--- src/rtl/alu_cmd_sequencer_if.sv ---
// Bundle of the command, response and ALU buses around alu_cmd_sequencer.
// The slave modport is the sequencer's view. The master modport is the view of the
// environment that drives commands, consumes responses and hosts the ALU.
interface alu_cmd_sequencer_if #(
   parameter int WIDTH = 4,
   parameter int CNT_W = 3
);
   // command channel
   logic             cmd_valid;
   logic             cmd_ready;
   logic             cmd_load;
   logic [2:0]       cmd_op;
   logic [WIDTH-1:0] cmd_operand;
   logic [CNT_W-1:0] cmd_count;
   // ALU operand/result bus
   logic [WIDTH-1:0] alu_a;
   logic [WIDTH-1:0] alu_b;
   logic [2:0]       alu_op;
   logic [WIDTH-1:0] alu_result;
   logic             alu_zero;
   logic             alu_carry;
   // response channel
   logic             rsp_valid;
   logic             rsp_ready;
   logic [WIDTH-1:0] rsp_acc;
   logic             rsp_zero;
   logic             rsp_carry;

   modport slave (
      input  cmd_valid, cmd_load, cmd_op, cmd_operand, cmd_count,
      output cmd_ready,
      output alu_a, alu_b, alu_op,
      input  alu_result, alu_zero, alu_carry,
      output rsp_valid, rsp_acc, rsp_zero, rsp_carry,
      input  rsp_ready
   );

   modport master (
      output cmd_valid, cmd_load, cmd_op, cmd_operand, cmd_count,
      input  cmd_ready,
      input  alu_a, alu_b, alu_op,
      output alu_result, alu_zero, alu_carry,
      input  rsp_valid, rsp_acc, rsp_zero, rsp_carry,
      output rsp_ready
   );
endinterface

--- src/rtl/alu_cmd_sequencer.sv ---
// Command-driven accumulator controller for the 4-bit combinational ALU.
// A command either loads the accumulator or applies one ALU opcode 0..2^CNT_W-1
// times. The final accumulator, zero flag and sticky carry are then returned.
// Every output is a flop or a decode of the state flop.
module alu_cmd_sequencer #(
   parameter int WIDTH = 4,
   parameter int CNT_W = 3
) (
   input logic               clk,
   input logic               rst_n,
   alu_cmd_sequencer_if.slave bus
);

   typedef enum logic [1:0] {
      S_IDLE = 2'd0,
      S_EXEC = 2'd1,
      S_RESP = 2'd2
   } state_t;

   state_t           state_q, state_d;
   logic [WIDTH-1:0] acc_q, acc_d;
   logic [WIDTH-1:0] operand_q, operand_d;
   logic [2:0]       op_q, op_d;
   logic [CNT_W-1:0] remaining_q, remaining_d;
   logic             zero_q, zero_d;
   logic             carry_q, carry_d;

   logic cmd_fire;
   logic cmd_short;

   // A command is taken only in IDLE, so cmd_valid in any other state is simply not consumed.
   assign cmd_fire  = (state_q == S_IDLE) && bus.cmd_valid;
   // A load, or a repeat count of zero, skips EXEC and goes straight to RESP.
   assign cmd_short = bus.cmd_load || (bus.cmd_count == '0);

   // State and datapath registers. Reset discards any in-flight command.
   always_ff @(posedge clk or negedge rst_n) begin
      if (!rst_n) begin
         state_q     <= S_IDLE;
         acc_q       <= '0;
         operand_q   <= '0;
         op_q        <= 3'b000;
         remaining_q <= '0;
         zero_q      <= 1'b1;
         carry_q     <= 1'b0;
      end else begin
         state_q     <= state_d;
         acc_q       <= acc_d;
         operand_q   <= operand_d;
         op_q        <= op_d;
         remaining_q <= remaining_d;
         zero_q      <= zero_d;
         carry_q     <= carry_d;
      end
   end

   // Next-state logic.
   always_comb begin
      state_d = state_q;
      case (state_q)
         S_IDLE: begin
            if (cmd_fire) begin
               state_d = cmd_short ? S_RESP : S_EXEC;
            end
         end
         // "<= 1" rather than "== 1": a stray zero count can never stall EXEC.
         S_EXEC: begin
            if (remaining_q <= CNT_W'(1)) begin
               state_d = S_RESP;
            end
         end
         S_RESP: begin
            if (bus.rsp_ready) begin
               state_d = S_IDLE;
            end
         end
         default: state_d = S_IDLE;
      endcase
   end

   // Datapath next values. The only arithmetic done here is the count decrement; the ALU computes the rest.
   always_comb begin
      acc_d       = acc_q;
      operand_d   = operand_q;
      op_d        = op_q;
      remaining_d = remaining_q;
      zero_d      = zero_q;
      carry_d     = carry_q;
      case (state_q)
         S_IDLE: begin
            if (cmd_fire) begin
               carry_d = 1'b0;
               if (bus.cmd_load) begin
                  // Leave alu_op/alu_b as they were: a load does not use the ALU.
                  acc_d  = bus.cmd_operand;
                  zero_d = (bus.cmd_operand == '0);
               end else begin
                  op_d      = bus.cmd_op;
                  operand_d = bus.cmd_operand;
                  if (bus.cmd_count == '0) begin
                     zero_d = (acc_q == '0);
                  end else begin
                     remaining_d = bus.cmd_count;
                  end
               end
            end
         end
         // The ALU is combinational: take its result in the same cycle the operands are presented.
         S_EXEC: begin
            acc_d       = bus.alu_result;
            zero_d      = bus.alu_zero;
            carry_d     = carry_q | bus.alu_carry;
            remaining_d = remaining_q - CNT_W'(1);
         end
         default: ;
      endcase
   end

   // Outputs: decodes of the state flop and direct register taps.
   always_comb begin
      bus.cmd_ready = (state_q == S_IDLE);
      bus.rsp_valid = (state_q == S_RESP);
      bus.rsp_acc   = acc_q;
      bus.rsp_zero  = zero_q;
      bus.rsp_carry = carry_q;
      bus.alu_a     = acc_q;
      bus.alu_b     = operand_q;
      bus.alu_op    = op_q;
   end

endmodule

--- src/flat_wrapper.sv ---
// flat-port wrapper written by rule: the top's interface ports become plain ports
module alu_cmd_sequencer_flat 
#(
   parameter int WIDTH = 4,
   parameter int CNT_W = 3
)
  (clk, rst_n, bus_cmd_valid, bus_cmd_load, bus_cmd_op, bus_cmd_operand, bus_cmd_count, bus_cmd_ready, bus_alu_a, bus_alu_b, bus_alu_op, bus_alu_result, bus_alu_zero, bus_alu_carry, bus_rsp_valid, bus_rsp_acc, bus_rsp_zero, bus_rsp_carry, bus_rsp_ready);
  alu_cmd_sequencer_if #(.WIDTH(WIDTH), .CNT_W(CNT_W)) bus_i ();
  input logic clk;
  input logic rst_n;
  input wire logic [$bits(bus_i.cmd_valid)-1:0] bus_cmd_valid;
  input wire logic [$bits(bus_i.cmd_load)-1:0] bus_cmd_load;
  input wire logic [$bits(bus_i.cmd_op)-1:0] bus_cmd_op;
  input wire logic [$bits(bus_i.cmd_operand)-1:0] bus_cmd_operand;
  input wire logic [$bits(bus_i.cmd_count)-1:0] bus_cmd_count;
  output wire logic [$bits(bus_i.cmd_ready)-1:0] bus_cmd_ready;
  output wire logic [$bits(bus_i.alu_a)-1:0] bus_alu_a;
  output wire logic [$bits(bus_i.alu_b)-1:0] bus_alu_b;
  output wire logic [$bits(bus_i.alu_op)-1:0] bus_alu_op;
  input wire logic [$bits(bus_i.alu_result)-1:0] bus_alu_result;
  input wire logic [$bits(bus_i.alu_zero)-1:0] bus_alu_zero;
  input wire logic [$bits(bus_i.alu_carry)-1:0] bus_alu_carry;
  output wire logic [$bits(bus_i.rsp_valid)-1:0] bus_rsp_valid;
  output wire logic [$bits(bus_i.rsp_acc)-1:0] bus_rsp_acc;
  output wire logic [$bits(bus_i.rsp_zero)-1:0] bus_rsp_zero;
  output wire logic [$bits(bus_i.rsp_carry)-1:0] bus_rsp_carry;
  input wire logic [$bits(bus_i.rsp_ready)-1:0] bus_rsp_ready;
  assign bus_i.cmd_valid = bus_cmd_valid;
  assign bus_i.cmd_load = bus_cmd_load;
  assign bus_i.cmd_op = bus_cmd_op;
  assign bus_i.cmd_operand = bus_cmd_operand;
  assign bus_i.cmd_count = bus_cmd_count;
  assign bus_cmd_ready = bus_i.cmd_ready;
  assign bus_alu_a = bus_i.alu_a;
  assign bus_alu_b = bus_i.alu_b;
  assign bus_alu_op = bus_i.alu_op;
  assign bus_i.alu_result = bus_alu_result;
  assign bus_i.alu_zero = bus_alu_zero;
  assign bus_i.alu_carry = bus_alu_carry;
  assign bus_rsp_valid = bus_i.rsp_valid;
  assign bus_rsp_acc = bus_i.rsp_acc;
  assign bus_rsp_zero = bus_i.rsp_zero;
  assign bus_rsp_carry = bus_i.rsp_carry;
  assign bus_i.rsp_ready = bus_rsp_ready;
  alu_cmd_sequencer #(.WIDTH(WIDTH), .CNT_W(CNT_W)) u_core (.clk(clk), .rst_n(rst_n), .bus(bus_i));
endmodule
--- config.mk ---
export PLATFORM = sky130hd
export DESIGN_NAME = alu_cmd_sequencer_flat
export DESIGN_NICKNAME = d
export VERILOG_FILES = /design/src/rtl/alu_cmd_sequencer_if.sv /design/src/rtl/alu_cmd_sequencer.sv /design/src/flat_wrapper.sv
export SDC_FILE = /design/constraint.sdc
export NUM_CORES = 1
export LEC_CHECK = 0
export CAP_MARGIN = 10
export CORE_UTILIZATION = 47
export CTS_BUF_LIST = sky130_fd_sc_hd__clkbuf_4 sky130_fd_sc_hd__clkbuf_8
export DETAILED_ROUTE_END_ITERATION = 8
export PLACE_DENSITY = 0.87
export REMOVE_ABC_BUFFERS = 1
export SKIP_LAST_GASP = 1
export SLEW_MARGIN = 20
export SYNTH_ARGS = -nofsm -noshare
export SYNTH_HDL_FRONTEND = slang
export SYNTH_SLANG_ARGS = --single-unit
--- constraint.sdc ---
create_clock -name clk -period 2.3 [get_ports clk]
set_input_delay 0.46 -clock clk [delete_from_list [all_inputs] [get_ports clk]]
set_output_delay 0.46 -clock clk [all_outputs]
set_load 0.02 [all_outputs]
# Word-level counts from Yosys, hierarchy flattened
# Index checks and enable logic that the tools add are counted.
# totals
inputBits	21
regBits	18
out_inout_bits	19
word_cells	51
# op_classes
n_mux	18
n_eq_ne	9
bitwise_logic	2
magnitude_cmp	1
add_sub_neg	1
reduce_logical	13
# ops
op	count
AND reduction 3 bit	4
two-way mux 3 bit	3
zero test 4 bit	2
two-way mux 2 bit	4
two-way mux 4 bit	2
case mux 4 bit (2 select lines)	1
inequality test 2 x 1 -> 1 bit, second input constant	3
inequality test 2 bit, second input constant	3
case mux 2 bit (3 select lines)	1
case mux 3 bit (2 select lines)	1
two-way mux 1 bit	4
case mux 1 bit (2 select lines)	2
AND reduction 4 bit	1
less-or-equal comparator 3 x 1 -> 1 bit, second input constant	1
zero test 3 bit	1
inequality test 3 x 2 -> 1 bit, second input constant	1
subtractor 3 x 1 -> 3 bit, second input constant	1
== test 2 x 1 -> 1 bit, second input constant	1
== test 2 bit, second input constant	1
zero test 2 bit	1
AND reduction 2 bit	1
nonzero test 2 bit	1
logical AND 1 bit	1
logical OR 1 bit	1
2 further kinds	2

# Logic depth before layout (Yosys ltp)
# Gate-level depths: netlist (run 1).
# depth
ltp_word	5
ltp_mapped	5
ltp_nobuf	5

# Worst setup path before layout (run 1)
# OpenSTA, ideal clock, no wires.
# synth_path
kind	reg-to-reg
start	register u_core.state_q[0]
end	register u_core.zero_q (netlist: u_core.bus.rsp_zero)
setup_slack_ns	0.923
path_buffers	1
period_less_slack_ns	1.377
required_ns	2.206
setup_ns	0.094
t_arrival_ns	1.283
path_stages_with_launch	6
path_cell_list	dfrtp_1 > buf_2 > nor2_1 > o21ai_1 > nor3_1 > a211oi_2
# synth_between
elab_chain_cells	4
elab_cells_between_ends	8
classes_between	3 x eq/ne; 1 x mux; 4 x reduce/logical
# synth_rtl
element	line_no	rtl
start, declared	alu_cmd_sequencer.sv:20	state_t state_q, state_d;
start signal, assigned	alu_cmd_sequencer.sv:47	state_q <= state_d;
zero test 2 bit *	-	
net bus_cmd_ready	flat_wrapper.sv:16	output wire logic [$bits(bus_i.cmd_ready)-1:0] bus_cmd_ready;
logical AND 1 bit	alu_cmd_sequencer.sv:32	assign cmd_fire = (state_q == S_IDLE) && bus.cmd_valid;
inequality test 2 x 1 -> 1 bit (no line)	-	
AND reduction 3 bit (no line)	-	
end signal, assigned	alu_cmd_sequencer.sv:52	zero_q <= zero_d;
end, declared	alu_cmd_sequencer.sv:25	logic zero_q, zero_d;
# Mark *: on every way through the listed nets, which the timed path passes. The rest lies on a longest branch.
# A chain may end at the register's enable or synchronous reset.

# Worst setup path in the final report (run 1)
# layout_path
start	register u_core.state_q[1]
end	output port bus_rsp_valid
# layout_between
elab_chain_cells	1
# layout_rtl
element	line_no	rtl
== test 2 bit	alu_cmd_sequencer.sv:122	bus.rsp_valid = (state_q == S_RESP);
end, declared	flat_wrapper.sv:23	output wire logic [$bits(bus_i.rsp_valid)-1:0] bus_rsp_valid;
# Every way passes these cells.

==> summary.txt, run 1 <==
status: completed
RSZ-0062 raised after global routing: no
clk slew on worst S/H paths: 100 ps
GRT Resource Usage Total: 24.8%
hpwl dp: 1.77 mm
Final Wtd Congestion: 0.790
WL final: 2.39 mm
Iter 0 DRT Violations: 24
final hold slack: 484 ps
CTS tree: done
Initial Util: 52.5%
metal2 WL: 1.13 mm
Final #Nets: 157
total number of vias: 895
setup bufs post-CTS: 0
via density per instance: 5.66
FF+latch count, synth: 18
# port buffers: 39
Max stage delay on crit path: 600 ps
total power: 0.00186 W
CP startpoint kind: register
Slowest cell on crit path: clkdlybuf4s50_1
CP required: 1840 ps
Avg Cell Area, Syn: 10.2 um2
Antenna Cells: 0
area grow syn2layout: 44.8%
initial antenna violation count: 0
Final WS setup: 194 ps
Die H: 47.1 um
WP data arrival: 1650 ps
post-synthesis instance total: 94
Slew Limit Fails: 0
clk root buf: clkbuf_4
CP endpoint kind: output port
Clock Skews: 1.68 ps
uppermost layer routed: met4
Final Util: 76.0%
power per cell area: 1340 mW/mm2
IO Pins: 40
Slew HR: 62.6%
fin crit share: 91.5%
fmax: 475 MHz
post-synthesis cell type count: 31
share of post-route cells with drive strength above 1: 16.5%
Core ar.: 0.00182 mm2
remaining antenna violation count after routing: 0
Metal-1 WL: 1.03 mm
first-pass GRT wire length: 3.78 mm
VDD IR max: 0.927 mV
register area share after synthesis: 47.3%
vias in the first global route: 831
Leak: 0.577 nW
setup TNS: 0 ps
remaining global-route overflow: 0
DRT Pass-1 Iters: 4
Die X-Extent: 47.1 um
htree depth: 1
Hold Crit Class: input port to async pin
Critical Path Fanout Max: 8
wire length on met3: 162 um
# setup viols final: 0
Yosys Warn Count: 0
Worst-Skew Late Latency: 300 ps
Placement Setup Slack: 253 ps
worst-path cell chain: inv_1, nor2_1, clkdlybuf4s50_1
routed length per instance: 15.1 um
# hold bufs at CTS: 0
DRC violations left: 0
max-capacitance violation count: 0
reg2reg path depth: 4
number of CTS-inserted buffers: 3
# clock sinks: 18
Longest Clk Path Bufs: 2
critical path class: register to output port
Mapped Area: 956 um2
post-CTS sizing: 0
Hold Fails Final Rpt: 0
Final min period: 2110 ps
row cnt: 15
Worst Tran Pin Value: 559 ps
Die ar.: 0.00222 mm2
fill count: 133
largest net degree at the start of global routing: 19
-- critical path: cells and delay by family, from the launching register on --
family	cells	cell delay, ps
flops	1	480
simple gates	1	110
buf+inv	2	760
-- cell usage after synthesis (all sizes together) --
library cell	number	area [um2]
inv	4	15.0
buf	6	46.3
nor3	5	41.3
nand2	12	45.0
nor3b	1	7.51
o22ai	2	12.5
a21oi	4	20.0
o221ai	1	8.76
ha	2	25.0
nor2b	1	6.26
a31oi	4	25.0
nor2	14	52.6
mux2i	1	10.0
a211oi	1	12.5
o32a	1	11.3
mux2	8	90.1
or4b	1	10.0
o221a	1	11.3
or4	1	7.51
and3	1	6.26
a221oi	1	8.76
nand2b	1	13.8
o21ai	2	10.0
o21bai	1	7.51
dfstp	1	26.3
dfrtp	17	425
-- state kept, by name (all words and copies together) (netlist names) --
name                  count
u_core.bus.alu_b          4
u_core.state_q            2
u_core.bus.rsp_zero       1
u_core.remaining_q        3
u_core.bus.alu_a          4
u_core.bus.rsp_carry      1
u_core.bus.alu_op         3
-- stage by stage --
step,instances,instance area [um2]
6_report,158,1380
3_3_place_gp,154,1350
3_5_place_dp,154,1350
4_1_cts,158,1380
5_1_grt,158,1380
2_1_floorplan,88,910
-- final timing paths --
kind / from / endpoint / slack [ps]
max in group asynchronous: rst_n / u_core.bus.rsp_zero / 1560
worst max register to register: u_core.state_q[0] / u_core.remaining_q[2] / 810
worst min register to register: u_core.bus.alu_op[0] / u_core.bus.alu_op[0] / 530
worst min-delay path: rst_n / u_core.remaining_q[1] / 480
worst max-delay path: u_core.state_q[1] / bus_rsp_valid / 190
min in group clk: u_core.bus.alu_op[0] / u_core.bus.alu_op[0] / 530
-- cell type report --
class	instances	area, um2	share of cell area, %
Inverter	4	15.0	1.08
Multi-Input combinational cell	66	443	32.0
Tap cell	25	31.3	2.26
Timing Repair Buffer	41	405	29.3
Sequential cell	18	453	32.7
Clock buffer	4	36.3	2.62
-- metal layers --
metal	up-vias	GRT usage [%]
met5	-	0
met4	0	12.0
met3	9	6.15
met2	47	39.2
met1	429	32.0
li1	410	-
-- cell families after synthesis --
logic type                 Yosys count  share of synthesized area (%)
DFF                                 18                           47.3
adders and majority gates            2                           2.62
and+or+nand+nor                     37                           19.9
muxes                                9                           10.5
AOI/OAI and AO/OA                   18                           13.3
buffers and inverters               10                           6.41
-- where the power goes --
part | internal, W | switching (W) | leakage, nW
registers | 0.000482 | 0.000133 | 0.210
clock network | 0.0000966 | 0.000100 | 0.0210
logic | 0.000519 | 0.000530 | 0.345
total | 0.00110 | 0.000762 | 0.577
-- cells in the final DEF (no fill, tap or decap), drive strengths merged --
cell type and count:
a211oi 1, a21oi 4, a221oi 1, a31oi 4
and3 1, buf 2, clkbuf 4, clkdlybuf4s50 39
dfrtp 17, dfstp 1, ha 2, inv 4
mux2 8, mux2i 1, nand2 12, nand2b 1
nor2 14, nor2b 1, nor3 5, nor3b 1
o21ai 2, o21bai 1, o221a 1, o221ai 1
o22ai 2, o32a 1, or4 1, or4b 1
Note: power is estimated with default switching activity, not from simulation.
==> run 2, diff against run 1 <==
- CORE_UTILIZATION: 47 -> 29
- PLACE_DENSITY: 0.87 -> unset
==> run 2 against run 1 <==
Compared with the run above:
- via count down 6.6%
- global-route usage fell by 10 points
- worst setup slack lost 26 ps
- core utilization down 31 points
- total power decreased by 1.3%
- die area grew 59%
- clock-buffer cell count did not move
- critical path depth down 1
- fmax fell by 1.2%
- first-iteration DRC count rose by 13%
- design area rose by 1.2%
- largest cell class unchanged
- largest power group unchanged
==> summary.txt, run 2 (synthesis gave the netlist of run 1 again) <==
number of CTS-inserted buffers: 3
Slew HR: 67.3%
# hold bufs at CTS: 0
final hold slack: 482 ps
Hold Fails Final Rpt: 0
first-pass GRT wire length: 3.91 mm
CP startpoint kind: register
area grow syn2layout: 46.5%
Worst Tran Pin Value: 490 ps
VDD IR max: 0.598 mV
row cnt: 20
Initial Util: 31.1%
via density per instance: 4.75
CTS tree: done
Final Wtd Congestion: 0.836
routed length per instance: 12.9 um
# setup viols final: 0
setup TNS: 0 ps
Finished Cell Area: 0.00140 mm2
Die ar.: 0.00353 mm2
WL final: 2.27 mm
Iter 0 DRT Violations: 27
largest net degree at the start of global routing: 19
htree depth: 1
power per cell area: 1310 mW/mm2
Critical Path Fanout Max: 13
GRT Resource Usage Total: 14.9%
Core ar.: 0.00308 mm2
Final min period: 2130 ps
critical path class: register to output port
WP data arrival: 1670 ps
# placed instances: 172
RSZ-0062 raised after global routing: no
IO Pins: 40
DRC violations left: 0
post-route insts no fill: 176
fin crit share: 92.7%
status: completed
total power: 0.00184 W
Longest Clk Path Bufs: 2
CP endpoint kind: output port
max-capacitance violation count: 0
Antenna Cells: 0
CP required: 1840 ps
commonest cells after routing, fill and taps aside: clkdlybuf4s50_1, dfrtp_1, nor2_1
fmax: 469 MHz
Die H: 59.4 um
leading cell type in the layout, fill and taps excluded: clkdlybuf4s50_1
remaining global-route overflow: 0
# port buffers: 39
clk root buf: clkbuf_4
Leak: 0.571 nW
DRT Pass-1 Iters: 4
Worst-Skew Late Latency: 290 ps
share of post-route cells with drive strength above 1: 15.9%
remaining antenna violation count after routing: 0
Hold Crit Class: input port to async pin
vias in the first global route: 807
Final #Nets: 156
total number of vias: 836
Cell Area, Placed: 0.00136 mm2
initial antenna violation count: 0
clk slew on worst S/H paths: 110 ps
Clock Skews: 8.20 ps
Die X-Extent: 59.4 um
Slew Limit Fails: 0
hpwl dp: 1.74 mm
setup bufs post-CTS: 0
# clock sinks: 18
==> run 2: cell types whose count changed in the layout (fill, tap and decap cells not counted), sizes merged <==
| cell | delta |
|---|---|
| buf | -1 |
==> run 2: metal layers <==
layer | wire length, um | global-route usage (%)
met5 | 0 | 0
met1 | 1080 | 21.1
met4 | 18 | 2.04
met3 | 139 | 5.46
met2 | 1030 | 22.0
==> run 2: cell type report <==
| class | instances | area (um2) |
|---|---|---|
| fill | 320 | 1680 |
| sequential | 18 | 453 |
| multi-input combinational | 66 | 443 |
| timing repair buffer | 40 | 398 |
| tap | 44 | 55.1 |
| clock buffer | 4 | 36.3 |
| inverter | 4 | 15.0 |
==> run 2: critical path: stages (launching register included) <==
cell	delay, ps
dfrtp_1	550
nor2_1	190
clkdlybuf4s50_1	630
==> run 2: power by group <==
part	internal (W)	switching [W]	total (W)
sequential	0.000482	0.000155	0.000637
combinational	0.000509	0.000496	0.00101
clock	0.0000965	0.0000970	0.000193
total	0.00109	0.000748	0.00184
==> run 2: repair_timing <==
item                                   in CTS  in global routing
setup endpoints to repair                   0                  1
endpoints found under the hold margin       0                  0
gates resized for setup                     0                  1
==> run 2: per-stage QoR <==
stage	setup slack [ps]	utilization [%]
after floorplan	875	-
after global placement	328	44.3
after CTS	53.1	45.4
after global routing	67.3	45.5
final	169	45.5
after detailed placement	296	44.3
==> run 2: final timing paths <==
| check | slack, ps | cells after the start | from | to |
|---|---|---|---|---|
| setup / recovery | 170 | 2 | u_core.state_q[0] | bus_cmd_ready |
| hold / removal | 480 | 2 | rst_n | u_core.bus.alu_a[0] |
| setup reg to reg | 770 | 3 | u_core.state_q[0] | u_core.remaining_q[2] |
| hold reg to reg | 520 | 1 | u_core.bus.alu_b[3] | u_core.bus.alu_b[3] |
| max in group asynchronous | 1570 | 2 | rst_n | u_core.bus.rsp_zero |
| min in group clk | 520 | 1 | u_core.bus.alu_b[3] | u_core.bus.alu_b[3] |
==> run 3, diff against run 2 <==
- CORE_UTILIZATION: 29 -> 47
- PLACE_DENSITY: unset -> 0.87
==> results of run 3 <==
No change in the layout: final DEF, timing and power equal those of run 1.
